$ cat src/rtl/systolic_result_serializer.sv
// rtl/systolic_result_serializer.sv - row FIFO plus element serializer for systolic array result rows
// Optional feature macro: SYSTOLIC_RESULT_RELU_EN (negative elements clamp to zero at output load)
module systolic_result_serializer #(
  parameter int MATRIX_SIZE = 5,
  parameter int DATA_WIDTH  = 8,
  parameter int FIFO_DEPTH  = 5
) (
  input  logic                              clk,
  input  logic                              rstn,
  input  logic                              clr,
  input  logic                              row_valid,
  input  logic [MATRIX_SIZE*DATA_WIDTH-1:0] row_data,
  input  logic                              matrix_done,
  output logic                              m_valid,
  input  logic                              m_ready,
  output logic [DATA_WIDTH-1:0]             m_data,
  output logic                              m_row_end,
  output logic                              m_last,
  output logic                              busy,
  output logic                              overflow,
  output logic                              frame_err
);

  localparam int ROW_W = MATRIX_SIZE * DATA_WIDTH;
  localparam int COL_W = (MATRIX_SIZE > 1) ? $clog2(MATRIX_SIZE) : 1;
  localparam int PTR_W = $clog2(FIFO_DEPTH);
  localparam int CNT_W = $clog2(FIFO_DEPTH + 1);
  localparam logic [COL_W-1:0] COL_LAST = COL_W'(MATRIX_SIZE - 1);
  localparam logic [PTR_W-1:0] PTR_LAST = PTR_W'(FIFO_DEPTH - 1);
  localparam logic [CNT_W-1:0] CNT_FULL = CNT_W'(FIFO_DEPTH);

  typedef enum logic [1:0] {S_IDLE, S_STREAM, S_DRAIN} state_t;

  state_t                state;
  state_t                state_next;
  logic [ROW_W-1:0]      fifo_row  [FIFO_DEPTH];
  logic                  fifo_last [FIFO_DEPTH];
  logic [PTR_W-1:0]      wr_ptr;
  logic [PTR_W-1:0]      rd_ptr;
  logic [CNT_W-1:0]      count;
  logic [CNT_W-1:0]      count_next;
  logic [COL_W-1:0]      wr_row;
  logic [COL_W-1:0]      wr_row_adv;
  logic [COL_W-1:0]      col;
  logic                  fifo_empty;
  logic                  fifo_full;
  logic                  load;
  logic                  pop;
  logic                  push;
  logic                  drop;
  logic                  last_tag;
  logic [DATA_WIDTH-1:0] head_elem;
  logic [DATA_WIDTH-1:0] load_elem;

  // Handshake decode: output load, head pop, row push/drop and the advanced write-row index
  always_comb begin
    fifo_empty = (count == '0);
    fifo_full  = (count == CNT_FULL);
    load       = (!m_valid || m_ready) && !fifo_empty;
    pop        = load && (col == COL_LAST);
    push       = row_valid && (!fifo_full || pop);
    drop       = row_valid && fifo_full && !pop;
    last_tag   = (wr_row == COL_LAST);
    wr_row_adv = wr_row;
    if (row_valid) begin
      wr_row_adv = (wr_row == COL_LAST) ? '0 : wr_row + 1'b1;
    end
    count_next = count;
    if (push && !pop) begin
      count_next = count + 1'b1;
    end else if (pop && !push) begin
      count_next = count - 1'b1;
    end
  end

  // Select the current column of the head row and apply the optional clamp
  always_comb begin
    head_elem = fifo_row[rd_ptr][32'(col)*DATA_WIDTH +: DATA_WIDTH];
`ifdef SYSTOLIC_RESULT_RELU_EN
    load_elem = head_elem[DATA_WIDTH-1] ? '0 : head_elem;
`else
    load_elem = head_elem;
`endif
  end

  // Row storage; no reset needed since occupancy gates every read
  always_ff @(posedge clk) begin
    if (push && !clr) begin
      fifo_row[wr_ptr]  <= row_data;
      fifo_last[wr_ptr] <= last_tag;
    end
  end

  // FIFO pointers, occupancy, column/row counters and sticky flags
  always_ff @(posedge clk or negedge rstn) begin
    if (!rstn) begin
      wr_ptr    <= '0;
      rd_ptr    <= '0;
      count     <= '0;
      wr_row    <= '0;
      col       <= '0;
      overflow  <= 1'b0;
      frame_err <= 1'b0;
    end else if (clr) begin
      wr_ptr    <= '0;
      rd_ptr    <= '0;
      count     <= '0;
      wr_row    <= '0;
      col       <= '0;
      overflow  <= 1'b0;
      frame_err <= 1'b0;
    end else begin
      if (push) begin
        wr_ptr <= (wr_ptr == PTR_LAST) ? '0 : wr_ptr + 1'b1;
      end
      if (pop) begin
        rd_ptr <= (rd_ptr == PTR_LAST) ? '0 : rd_ptr + 1'b1;
      end
      count <= count_next;
      if (load) begin
        col <= (col == COL_LAST) ? '0 : col + 1'b1;
      end
      if (drop) begin
        overflow <= 1'b1;
      end
      // A dropped row still advances framing, so the check uses the advanced index
      if (matrix_done) begin
        if (wr_row_adv != '0) begin
          frame_err <= 1'b1;
        end
        wr_row <= '0;
      end else begin
        wr_row <= wr_row_adv;
      end
    end
  end

  // Output register: load the next element or retire it on handshake; payload holds otherwise
  always_ff @(posedge clk or negedge rstn) begin
    if (!rstn) begin
      m_valid   <= 1'b0;
      m_data    <= '0;
      m_row_end <= 1'b0;
      m_last    <= 1'b0;
    end else if (clr) begin
      m_valid   <= 1'b0;
      m_data    <= '0;
      m_row_end <= 1'b0;
      m_last    <= 1'b0;
    end else if (load) begin
      m_valid   <= 1'b1;
      m_data    <= load_elem;
      m_row_end <= (col == COL_LAST);
      m_last    <= (col == COL_LAST) && fifo_last[rd_ptr];
    end else if (m_ready) begin
      m_valid   <= 1'b0;
    end
  end

  // Serializer state register
  always_ff @(posedge clk or negedge rstn) begin
    if (!rstn) begin
      state <= S_IDLE;
    end else if (clr) begin
      state <= S_IDLE;
    end else begin
      state <= state_next;
    end
  end

  // Serializer next-state: idle, streaming rows, or draining the last held element
  always_comb begin
    state_next = state;
    case (state)
      S_IDLE: begin
        if (!fifo_empty) state_next = S_STREAM;
      end
      S_STREAM: begin
        if (pop && (count_next == '0)) state_next = S_DRAIN;
      end
      S_DRAIN: begin
        if (push) begin
          state_next = S_STREAM;
        end else if (m_ready) begin
          state_next = S_IDLE;
        end
      end
      default: state_next = S_IDLE;
    endcase
  end

  // Serializer outputs: busy whenever a row is queued or an element is still held
  always_comb begin
    busy = (state != S_IDLE) || !fifo_empty;
  end

endmodule
$ cat config.mk
export PLATFORM = sky130hd
export DESIGN_NAME = systolic_result_serializer
export DESIGN_NICKNAME = d
export VERILOG_FILES = /design/src/rtl/systolic_result_serializer.sv
export SDC_FILE = /design/constraint.sdc
export NUM_CORES = 1
export LEC_CHECK = 0
export CORE_MARGIN = 2
export CORE_UTILIZATION = 53
export DETAILED_ROUTE_END_ITERATION = 8
export GPL_TIMING_DRIVEN = 0
export PLACE_DENSITY = 0.81
export SYNTH_ARGS = -nofsm -noshare
export SYNTH_HDL_FRONTEND = slang
export SYNTH_SLANG_ARGS = --single-unit
$ cat constraint.sdc
create_clock -name clk -period 6.2 [get_ports clk]
set_input_delay 0.93 -clock clk [delete_from_list [all_inputs] [get_ports clk]]
set_output_delay 0.93 -clock clk [all_outputs]
set_load 0.1 [all_outputs]
[Yosys cells after proc, flatten, opt, wreduce, memory -nomap -nowiden]
Memory sizes are Yosys's and may differ from the RTL's.
Index checks and enable logic that the tools add are counted.
Storage, ports and cells
  bits in registers: 30
  bits in writable memories: 205
  input port bits: 46
  output and inout port bits: 14
  logic and storage cells: 102
  memories kept: 2
Operators by class
  add/sub/neg operators: 6
  equal/unequal tests: 10
  shift operators: 1
  mux-type cells: 38
  reduce and logical (&&, ||, !) cells: 33
Memory list
  fifo_row: depth 5, width 40, rd ports 1, clocked after Yosys merged registers in 0, wr ports 1, line 36  | logic [ROW_W-1:0] fifo_row [FIFO_DEPTH];
  fifo_last: depth 5, width 1, rd ports 1, clocked after Yosys merged registers in 0, wr ports 1, line 37  | logic fifo_last [FIFO_DEPTH];
Operators with widths (count)
  3-bit two-way mux: 16
  40-bit by 7-bit indexed part select with 8-bit output: 1
  8-bit two-way mux: 2
  3-bit by 1-bit adder with 3-bit output (second input constant): 5
  3-bit equality test (second input constant): 5
  1-bit two-way mux: 14
  2-bit nonzero test: 7
  1-bit logical AND: 10
  2-bit two-way mux: 5
  1-bit logical NOT: 6
  3-bit logical NOT: 2
  3-bit != test (second input constant): 2
  2-bit case mux with 3 select lines: 1
  3-bit nonzero test: 2
  4-bit != test (second input constant): 1
  1-bit logical OR: 3
  3-bit AND reduction: 1
  3-bit by 1-bit subtractor with 3-bit output (second input constant): 1
  2-bit by 1-bit equality test with 1-bit output (second input constant): 1
  2-bit equality test (second input constant): 1
  2-bit logical NOT: 1
  2-bit AND reduction: 1

[Logic depth before layout (Yosys ltp)]
Gate-level depths: netlist of run 1.
  depth after elaboration: 15
  depth in mapped cells: 11
  mapped depth without buffers: 7

[Worst setup path before layout of run 1]
OpenSTA, ideal clock, no wires.
  path type: reg-to-reg
  start point: register col[0]
  end point: memory fifo_last[2] (enable)
  setup time: 0.556 ns
  arrival time: 5.851 ns
  required time: 5.644 ns
  slack: -0.207 ns
  stages on the path, launching flop included: 11
  buffers on the path: 3
  period minus slack after synthesis: 6.407 ns
  path through: dfrtp_1 > buf_6 > buf_6 > inv_1 > buf_6 > ha_1 > nand2_1 > nor2_1 > o21ai_2 > nor2_1 > nor4b_1
Between the ends
  word-level cells in the longest chain between the ends: 7
Ends and longest elaborated chain
  start, declared: line 44  | logic [COL_W-1:0] col;
  start signal, assigned: line 121  | col <= (col == COL_LAST) ? '0 : col + 1'b1;
  3-bit equality test: line 60  | pop = load && (col == COL_LAST);
  1-bit logical AND: line 60
  1-bit logical OR: line 61  | push = row_valid && (!fifo_full || pop);
  1-bit logical AND: line 61
  1-bit logical AND: line 88  | if (push && !clr) begin
  1-bit two-way mux: line 88
  1-bit two-way mux (implied by the code): line 90  | fifo_last[wr_ptr] <= last_tag;
  end, declared: line 37
Every way passes these cells.

[Worst setup path after layout of run 1]
  start point: register count[1]
  end point: output port busy
Between the ends
  word-level cells in the longest chain between the ends: 3
Ends and longest elaborated chain
  start, declared: line 40  | logic [CNT_W-1:0] count;
  start signal, assigned: line 119  | count <= count_next;
  3-bit logical NOT: line 57  | fifo_empty = (count == '0);
  1-bit logical NOT: line 194  | busy = (state != S_IDLE) || !fifo_empty;
  1-bit logical OR: line 194
  end, declared: line 19  | output logic busy,
Every way passes these cells.

==> results.yml, run 1 <==
run_status:
  outcome: "completed"
die:
  core-area_um2: 17420
  start_util: 0.5462
  die_area_um2: 19040
  die_h_um: 138.0
  rows: 48
  fp.dieW_um: 138.0
  io_pins: 60
layout:
  layout_common_cells: "205 x edfxtp_1, 57 x clkdlybuf4s50_1, 43 x nand2_1, 41 x mux4_2, 34 x nor2_1"
  post-route-cell-area_um2: 11380
  drive_gt1_frac: 0.1779
  final_common_cell: "edfxtp_1"
  area_growth_syn_to_layout_pct: 19.66
  final_util: 0.6536
  final_cells: 877
  n_antenna_cell: 0
  fin_nets: 692
  fill_cells: 1154
drt:
  ant_nets: 0
  dr.pass1.iters: 5
  wirelength_mm: 20.67
  num_vias: 5436
  drc: 0
  first_iter_violations: 476
  drt-wirelength-per-cell_um: 23.57
  post_drt_via_cell_ratio: 6.198
power:
  p_leak_nw: 3.906
  irDropWorstVdd_mv: 0.2491
  p_sw_frac: 0.2428
  p_int_mw: 2.777
  combPwrFrac: 0.117
  powerDensity_nw_per_um2: 322.2
  p_clk_frac: 0.392
  total_power_mw: 3.668
  netSwitchingPower_mw: 0.8908
  seqPwrFrac: 0.490
clock_tree:
  numCtsBuffers: 24
  insertion_delay_ps: 520
  clk_path_buf_depth: 3
  cts.hold.buffers_added: 0
  htree_levels: 1
  cts_tree: "done"
  cts-resized-gates: 0
  clock-sinks: 235
  post_cts_buffers: 0
  root_buffer: "clkbuf_16"
  clkTransAtPathRegs_ps: 60
timing:
  final_hold_viol_count: 0
  setup_viol: 0
  setup_tns_ps: 0
  fin_crit_sh: 0.5850
  fmax_mhz: 275.7
  slew_viol_final: 0
  hold_slack_ps: 460.5
  worst_slack_ps: 2573
  fin_skew_ps: 12.29
  worstMarginPinSlew_ps: 971.0
  relSlewSlack: 0.3507
  period_needed_ps: 3627
  rsz0062_at_grt: "false"
synth:
  yosys.area.top_type: "edfxtp_1"
  synth_area_per_cell_um2: 17.68
  netlist.area_leader.share: 0.6471
  async_flop_share: 0.1277
  synth_cells: 538
  synth_cell_types: 51
  ys.warnings.count: 0
  synth_edf_count: 205
  synthTopCellsByArea: "edfxtp_1 65%, mux4_2 9.7%, dfrtp_1 7.9%, mux2i_1 2.0%, nand2_1 1.7%"
  yosys_most_used_dff: "edfxtp_1"
  netlist_area_um2: 9513
  synth_seq_cells: 235
  syn-num-nets: 596
  synth_seq_area_share: 0.7260
setup_path:
  required_ps: 5270
  startpoint_type: "flip-flop"
  cp_max_fo: 5
  arrival_ps: 2700
  worst-setup-path-type: "flip-flop to output port"
  endpoint_kind: "output port"
  ff2ff_setup_slack_ps: 2580
global_route:
  grt_pass1_vias: 5615
  grt_max_degree: 32
  grtUsageTotal: 0.2287
  overflow: 0
  grt_first_pass_wirelength_mm: 31.66
  antenna_found_initial: 0
placement:
  place_ws_ps: 2392
  hpwl_mm: 13.68
  place.gp.congestion: 0.8320
  post_dp_cell_area_um2: 10590
  port_buffers: 58
  placedCellCount: 833
min_path:
  hp-class: "primary input to asynchronous set/reset pin"
flow_run:
  maxCapViolations: 0
[synth_stat cells, drive strengths merged, types with 3 or more instances]
master,instances
nor3,12
mux4,45
and3,7
a21oi,20
nand2b,3
dfrtp,30
o21ai,11
mux2i,19
nand3,4
nor2,34
edfxtp,205
o22ai,8
buf,17
o32ai,3
o221ai,5
inv,14
ha,12
clkbuf,7
nor4,5
nand2,43
nor2b,4
[critical path, stage by stage, from the launching register on]
cell and delay [ps]:
dfrtp_1 420, inv_1 180, ha_1 200, nand2_1 90, or3_1 320, clkdlybuf4s50_1 970
[state kept, by name (all words and copies together), names as in the netlist]
name,cells
fifo_row,200
m_data,8
fifo_last,5
col,3
count,3
rd_ptr,3
wr_ptr,3
wr_row,3
state,2
frame_err,1
m_last,1
m_row_end,1
m_valid,1
overflow,1
[logic make-up after synthesis]
| kind of cell | Yosys count | synth area share |
|---|---|---|
| AOI/OAI and AO/OA | 66 | 0.04669 |
| xor gates and xnor gates | 2 | 0.001842 |
| adders and majority gates | 12 | 0.01578 |
| buffers and inverters | 38 | 0.02223 |
| DFF | 235 | 0.7260 |
| muxes | 64 | 0.1281 |
| and+or+nand+nor | 121 | 0.05932 |
[power by group through the flow]
stage	clock [mW]	combinational, mW	sequential, mW
6_report	1.44	0.430	1.80
5_1_grt	1.52	0.456	1.80
4_1_cts	1.46	0.430	1.80
3_5_place_dp	0	0.425	1.83
3_3_place_gp	0	0.404	1.83
2_1_floorplan	0	0.183	1.92
[worst paths after layout]
kind	from	endpoint	cells past startpoint
worst min register to register	frame_err	frame_err	2
worst max-delay path	count[1]	busy	5
worst max register to register	col[0]	fifo_row[3][26]	13
max in group asynchronous	rstn	m_data[4]	1
worst min-delay path	rstn	count[0]	1
min in group clk	frame_err	frame_err	2
[layer usage]
layer,share of wire,GRT usage
met5,0,0
met2,0.51,0.3927
met3,0.072,0.04276
met1,0.39,0.2986
met4,0.028,0.07256
[final cells by class]
cell class / count / area, µm² / share of cell area
Buffer: 24 / 158.9 / 0.01396
Sequential cell: 235 / 6907 / 0.6067
Multi-Input combinational cell: 265 / 2442 / 0.2146
Clock buffer: 33 / 644.4 / 0.05661
Timing Repair Buffer: 70 / 747.0 / 0.06562
Tap cell: 225 / 281.5 / 0.02473
Clock inverter: 11 / 150.1 / 0.01319
Inverter: 14 / 52.55 / 0.004616
(Power assumes the default switching activity.)
==> run 2: changes to the inputs <==
--- a/config.mk
+++ b/config.mk
@@ -6,10 +6,10 @@
 export NUM_CORES = 1
 export LEC_CHECK = 0
 export CORE_MARGIN = 2
-export CORE_UTILIZATION = 53
+export CORE_UTILIZATION = 59
 export DETAILED_ROUTE_END_ITERATION = 8
 export GPL_TIMING_DRIVEN = 0
-export PLACE_DENSITY = 0.81
+export PLACE_DENSITY = 0.85
 export SYNTH_ARGS = -nofsm -noshare
 export SYNTH_HDL_FRONTEND = slang
 export SYNTH_SLANG_ARGS = --single-unit
==> constraint.sdc (replaced) <==
create_clock -name clk -period 3.34 [get_ports clk]
set_input_delay 0.501 -clock clk [delete_from_list [all_inputs] [get_ports clk]]
set_output_delay 0.501 -clock clk [all_outputs]
set_load 0.1 [all_outputs]
==> run 2 against run 1 <==
Compared with the run above:
- total power rose by 81%
- final cell count down 1.6%
- core utilization up 6.0 points
- critical path depth grew 7
- die area shrank 9.9%
- flip-flop and latch count did not move
- sequential power increased by 86%
- setup slack got worse by 2400 ps
- worst hold slack worse by 410 ps
- clock-buffer cell count is 7 lower
- routed wire length is 0.31% higher
- clock power increased by 73%
==> results.yml, run 2 (synthesis results as in run 1) <==
run_status:
  outcome: "completed"
setup_path:
  cp_max_fo: 11
  ff2ff_setup_slack_ps: 170
  worst_r2r_endpoint: "fifo_row[2][25]"
  worst-setup-path-type: "flip-flop to flip-flop"
  arrival_ps: 3380
  reg2reg_depth: 12
  endpoint_kind: "flip-flop"
  cp-endpoint: "fifo_row[2][25]"
  startpoint_type: "flip-flop"
  crit_start: "col[0]"
  required_ps: 3550
  r2r_start: "col[0]"
die:
  rows: 46
  core-area_um2: 15830
  start_util: 0.6010
  io_pins: 60
  die_area_um2: 17160
  fp.dieW_um: 131.0
  die_h_um: 131.0
power:
  irDropWorstVdd_mv: 0.4046
  p_leak_nw: 3.872
  powerDensity_nw_per_um2: 586.9
clock_tree:
  insertion_delay_ps: 500
  numCtsBuffers: 23
  root_buffer: "clkbuf_16"
  cts.hold.buffers_added: 0
  post_cts_buffers: 0
  htree_levels: 1
  cts_tree: "done"
  clk_path_buf_depth: 3
  clkTransAtPathRegs_ps: 60
  clock-sinks: 235
  cts-resized-gates: 0
drt:
  num_vias: 5468
  drc: 0
  ant_nets: 0
  post_drt_via_cell_ratio: 6.336
  dr.pass1.iters: 5
  wirelength_mm: 20.73
  drt-wirelength-per-cell_um: 24.03
  first_iter_violations: 568
placement:
  place.gp.congestion: 0.8223
  hpwl_mm: 13.63
  port_buffers: 58
timing:
  final_hold_viol_count: 0
  worstMarginPinSlew_ps: 976.0
  setup_tns_ps: 0
  fin_crit_sh: 0.9486
  slew_viol_final: 0
  setup_viol: 0
  hold_slack_ps: 51.75
  relSlewSlack: 0.3473
  fin_skew_ps: 8.342
  period_needed_ps: 3168
  rsz0062_at_grt: "false"
  fmax_mhz: 315.6
layout:
  layout_common_cells: "205 x edfxtp_1, 57 x clkdlybuf4s50_1, 43 x nand2_1, 41 x mux4_2, 32 x nor2_1"
  area_growth_syn_to_layout_pct: 18.78
  fill_cells: 938
  regMostFlops: "fifo_row"
  n_antenna_cell: 0
  final_common_cell: "edfxtp_1"
  fin_nets: 692
  largest_reg_flops: 200
  largestRegisters: "fifo_row (200), m_data (8), fifo_last (5)"
  final_util: 0.7139
  drive_gt1_frac: 0.1747
global_route:
  grt_max_degree: 31
  grt_pass1_vias: 5609
  grtUsageTotal: 0.2522
  antenna_found_initial: 0
  overflow: 0
  grt_first_pass_wirelength_mm: 31.51
min_path:
  hp-class: "primary input to asynchronous set/reset pin"
flow_run:
  maxCapViolations: 0
[run 2: cell count changes in the layout (fill, tap and decap cells not counted), sizes merged]
| cell | delta |
|---|---|
| clkbuf | -7 |
| buf | +1 |
| inv | -1 |
| clkinv | +2 |
[run 2: metrics by stage]
stage          instances  setup WS, ps  cell area (µm²)  total power [mW]
4_1_cts              862         90.45            11300             6.646
2_1_floorplan        538         2.352             9570             3.900
3_3_place_gp         812         -1252            10420             4.151
3_5_place_dp         824         124.3            10580             4.188
6_report             863         171.6            11300             6.632
5_1_grt              863         53.82            11300             6.805
[run 2: final cells by class]
cell class / count / area [µm²] / area share
Timing Repair Buffer: 71 / 743.2 / 0.06577
Multi-Input combinational cell: 265 / 2455 / 0.2173
Clock buffer: 26 / 586.8 / 0.05193
Buffer: 24 / 158.9 / 0.01406
Clock inverter: 12 / 126.4 / 0.01118
Sequential cell: 235 / 6907 / 0.6112
Tap cell: 216 / 270.3 / 0.02392
Inverter: 14 / 52.55 / 0.004651
[run 2: how the worst min path moves through the flow]
| stage | end | slack (ps) | cells past startpoint |
|---|---|---|---|
| after floorplan | col[0] | 210 | 0 |
| after global placement | frame_err | 480 | 2 |
| after detailed placement | frame_err | 490 | 2 |
| after CTS | frame_err | 510 | 2 |
| after global routing | count[2] | 100 | 1 |
| final | wr_row[0] | 50 | 1 |
[run 2: layer usage]
layer,vias to the layer above,GRT usage,part of all wire,wire length [µm]
met4,0,0.09637,0.031,648
li1,2330,-,-,-
met1,2799,0.3368,0.38,7917
met2,283,0.4261,0.50,10450
met3,56,0.03868,0.083,1718
met5,-,0,0,0
[run 2: critical path, stage by stage (launching register included)]
cell	delay, ps
dfrtp_1	400
buf_6	180
buf_6	160
inv_1	120
buf_6	200
ha_1	180
nand2_1	150
nor2_2	170
o21ai_4	130
nor2_2	190
nor4b_4	540
buf_6	260
buf_8	170
[run 2: power by group]
group	internal (mW)	leakage, nW	switching (mW)
sequential	3.28	2.26	0.0574
clock	1.48	0.348	1.01
combinational	0.279	1.26	0.526
total	5.04	3.87	1.59
==> run 3: changes to the inputs <==
--- a/config.mk
+++ b/config.mk
@@ -8,7 +8,7 @@
 export CORE_MARGIN = 2
 export CORE_UTILIZATION = 59
 export DETAILED_ROUTE_END_ITERATION = 8
-export GPL_TIMING_DRIVEN = 0
+export GPL_TIMING_DRIVEN = 1
 export PLACE_DENSITY = 0.85
 export SYNTH_ARGS = -nofsm -noshare
 export SYNTH_HDL_FRONTEND = slang
==> run 3 against run 2 <==
Compared with the run above:
- die area stayed put
- combinational power shrank 3.6%
- flip-flop and latch count unchanged
- fmax rose by 21%
- clock skew rose by 5.4 ps
- non-clock buffer count decreased by 22
- register-to-register slack better by 580 ps
- sequential share of layout area rose by 0.44 points
- critical path depth down 11
- critical path type is now flip-flop to output port
- largest cell class unchanged
- largest power group unchanged
==> results.yml, run 3 (synthesis results as in run 1) <==
global_route:
  overflow: 0
  grtUsageTotal: 0.2423
  grt_max_degree: 42
  antenna_found_initial: 0
  grt_first_pass_wirelength_mm: 30.75
  grt_pass1_vias: 5585
timing:
  relSlewSlack: 0.2351
  setup_viol: 0
  worst_slack_ps: 725.4
  worstMarginPinSlew_ps: 1147
  final_hold_viol_count: 0
  period_needed_ps: 2615
  fin_crit_sh: 0.7828
  slew_viol_final: 0
  fin_skew_ps: 13.70
  setup_tns_ps: 0
  fmax_mhz: 382.5
  hold_slack_ps: 406.5
  rsz0062_at_grt: "false"
setup_path:
  cp-endpoint: "m_data[2]"
  startpoint_type: "flip-flop"
  cpPeakStageDelay_ps: 1170
  r2r_start: "col[1]"
  reg2reg_depth: 7
  cp_max_fo: 3
  path_cells: "clkdlybuf4s50_1"
  worst_r2r_endpoint: "fifo_row[1][11]"
  required_ps: 2840
  crit_start: "m_data[2]"
  ff2ff_setup_slack_ps: 750
  worst-setup-path-type: "flip-flop to output port"
  cp_top_family: "buffers and inverters"
  slowest_stage: "clkdlybuf4s50_1"
  arrival_ps: 2110
  cp.depth: 1
  crit_buf_inv: 1
  endpoint_kind: "output port"
clock_tree:
  post_cts_buffers: 0
  root_buffer: "clkbuf_16"
  numCtsBuffers: 24
  clkTransAtPathRegs_ps: 60
  cts.hold.buffers_added: 0
  clk_path_buf_depth: 3
  cts_tree: "done"
  clock-sinks: 235
  cts-resized-gates: 0
  insertion_delay_ps: 520
  htree_levels: 1
placement:
  placedCellCount: 803
  hpwl_mm: 11.75
  port_buffers: 59
  place_ws_ps: 413.7
  post_dp_cell_area_um2: 10420
  place.gp.congestion: 0.8466
die:
  io_pins: 60
  fp.dieW_um: 131.0
  start_util: 0.6010
  die_h_um: 131.0
  core-area_um2: 15830
  die_area_um2: 17160
  rows: 46
drt:
  ant_nets: 0
  first_iter_violations: 439
  drt-wirelength-per-cell_um: 23.38
  post_drt_via_cell_ratio: 6.290
  num_vias: 5328
  dr.pass1.iters: 5
  drc: 0
  wirelength_mm: 19.80
power:
  irDropWorstVdd_mv: 0.6154
  powerDensity_nw_per_um2: 604.9
  total_power_mw: 6.789
  p_leak_nw: 3.820
run_status:
  outcome: "completed"
layout:
  post-route-cell-area_um2: 11220
  final_util: 0.7091
  drive_gt1_frac: 0.1743
  largest_reg_flops: 200
  largestRegisters: "fifo_row (200), m_data (8), fifo_last (5)"
  n_antenna_cell: 0
  area_growth_syn_to_layout_pct: 17.98
  final_common_cell: "edfxtp_1"
  regMostFlops: "fifo_row"
  layout_common_cells: "205 x edfxtp_1, 57 x clkdlybuf4s50_1, 43 x nand2_1, 41 x mux4_2, 32 x nor2_1"
  fin_nets: 671
  final_cells: 847
min_path:
  hp-class: "primary input to asynchronous set/reset pin"
flow_run:
  maxCapViolations: 0
-- run 3: cell count changes in the layout (fill, tap and decap cells not counted), sizes merged --
cell    before  now
buf         31   16
bufinv       3    2
clkinv       9    7
clkbuf      33   35
-- run 3: cell type report --
cell class,instances,area (µm²)
Sequential cell,235,6909
Fill cell,972,4604
Multi-Input combinational cell,265,2455
Timing Repair Buffer,73,728.2
Clock buffer,35,703.2
Tap cell,216,270.3
Clock inverter,9,105.1
Inverter,14,52.55
-- run 3: where the power goes --
group	leakage (nW)	total [mW]	switching, mW	internal, mW
Clock	0.400	2.68	1.06	1.62
Combinational	1.16	0.776	0.511	0.265
Sequential	2.26	3.34	0.0517	3.28
-- run 3: worst min-delay path by stage --
stage | end | slack [ps] | cells past startpoint
after detailed placement | frame_err | 500 | 2
after global placement | frame_err | 480 | 2
after global routing | m_data[2] | 430 | 2
final | wr_row[0] | 410 | 2
after CTS | m_data[2] | 410 | 2
after floorplan | col[0] | 210 | 0
-- run 3: per-layer routing --
layer	wire length (µm)	global-route usage	vias to the layer above
li1	-	-	2298
met1	7585	0.3168	2720
met2	10080	0.4090	256
met3	1410	0.04397	54
met4	733	0.09637	0
met5	0	0	-
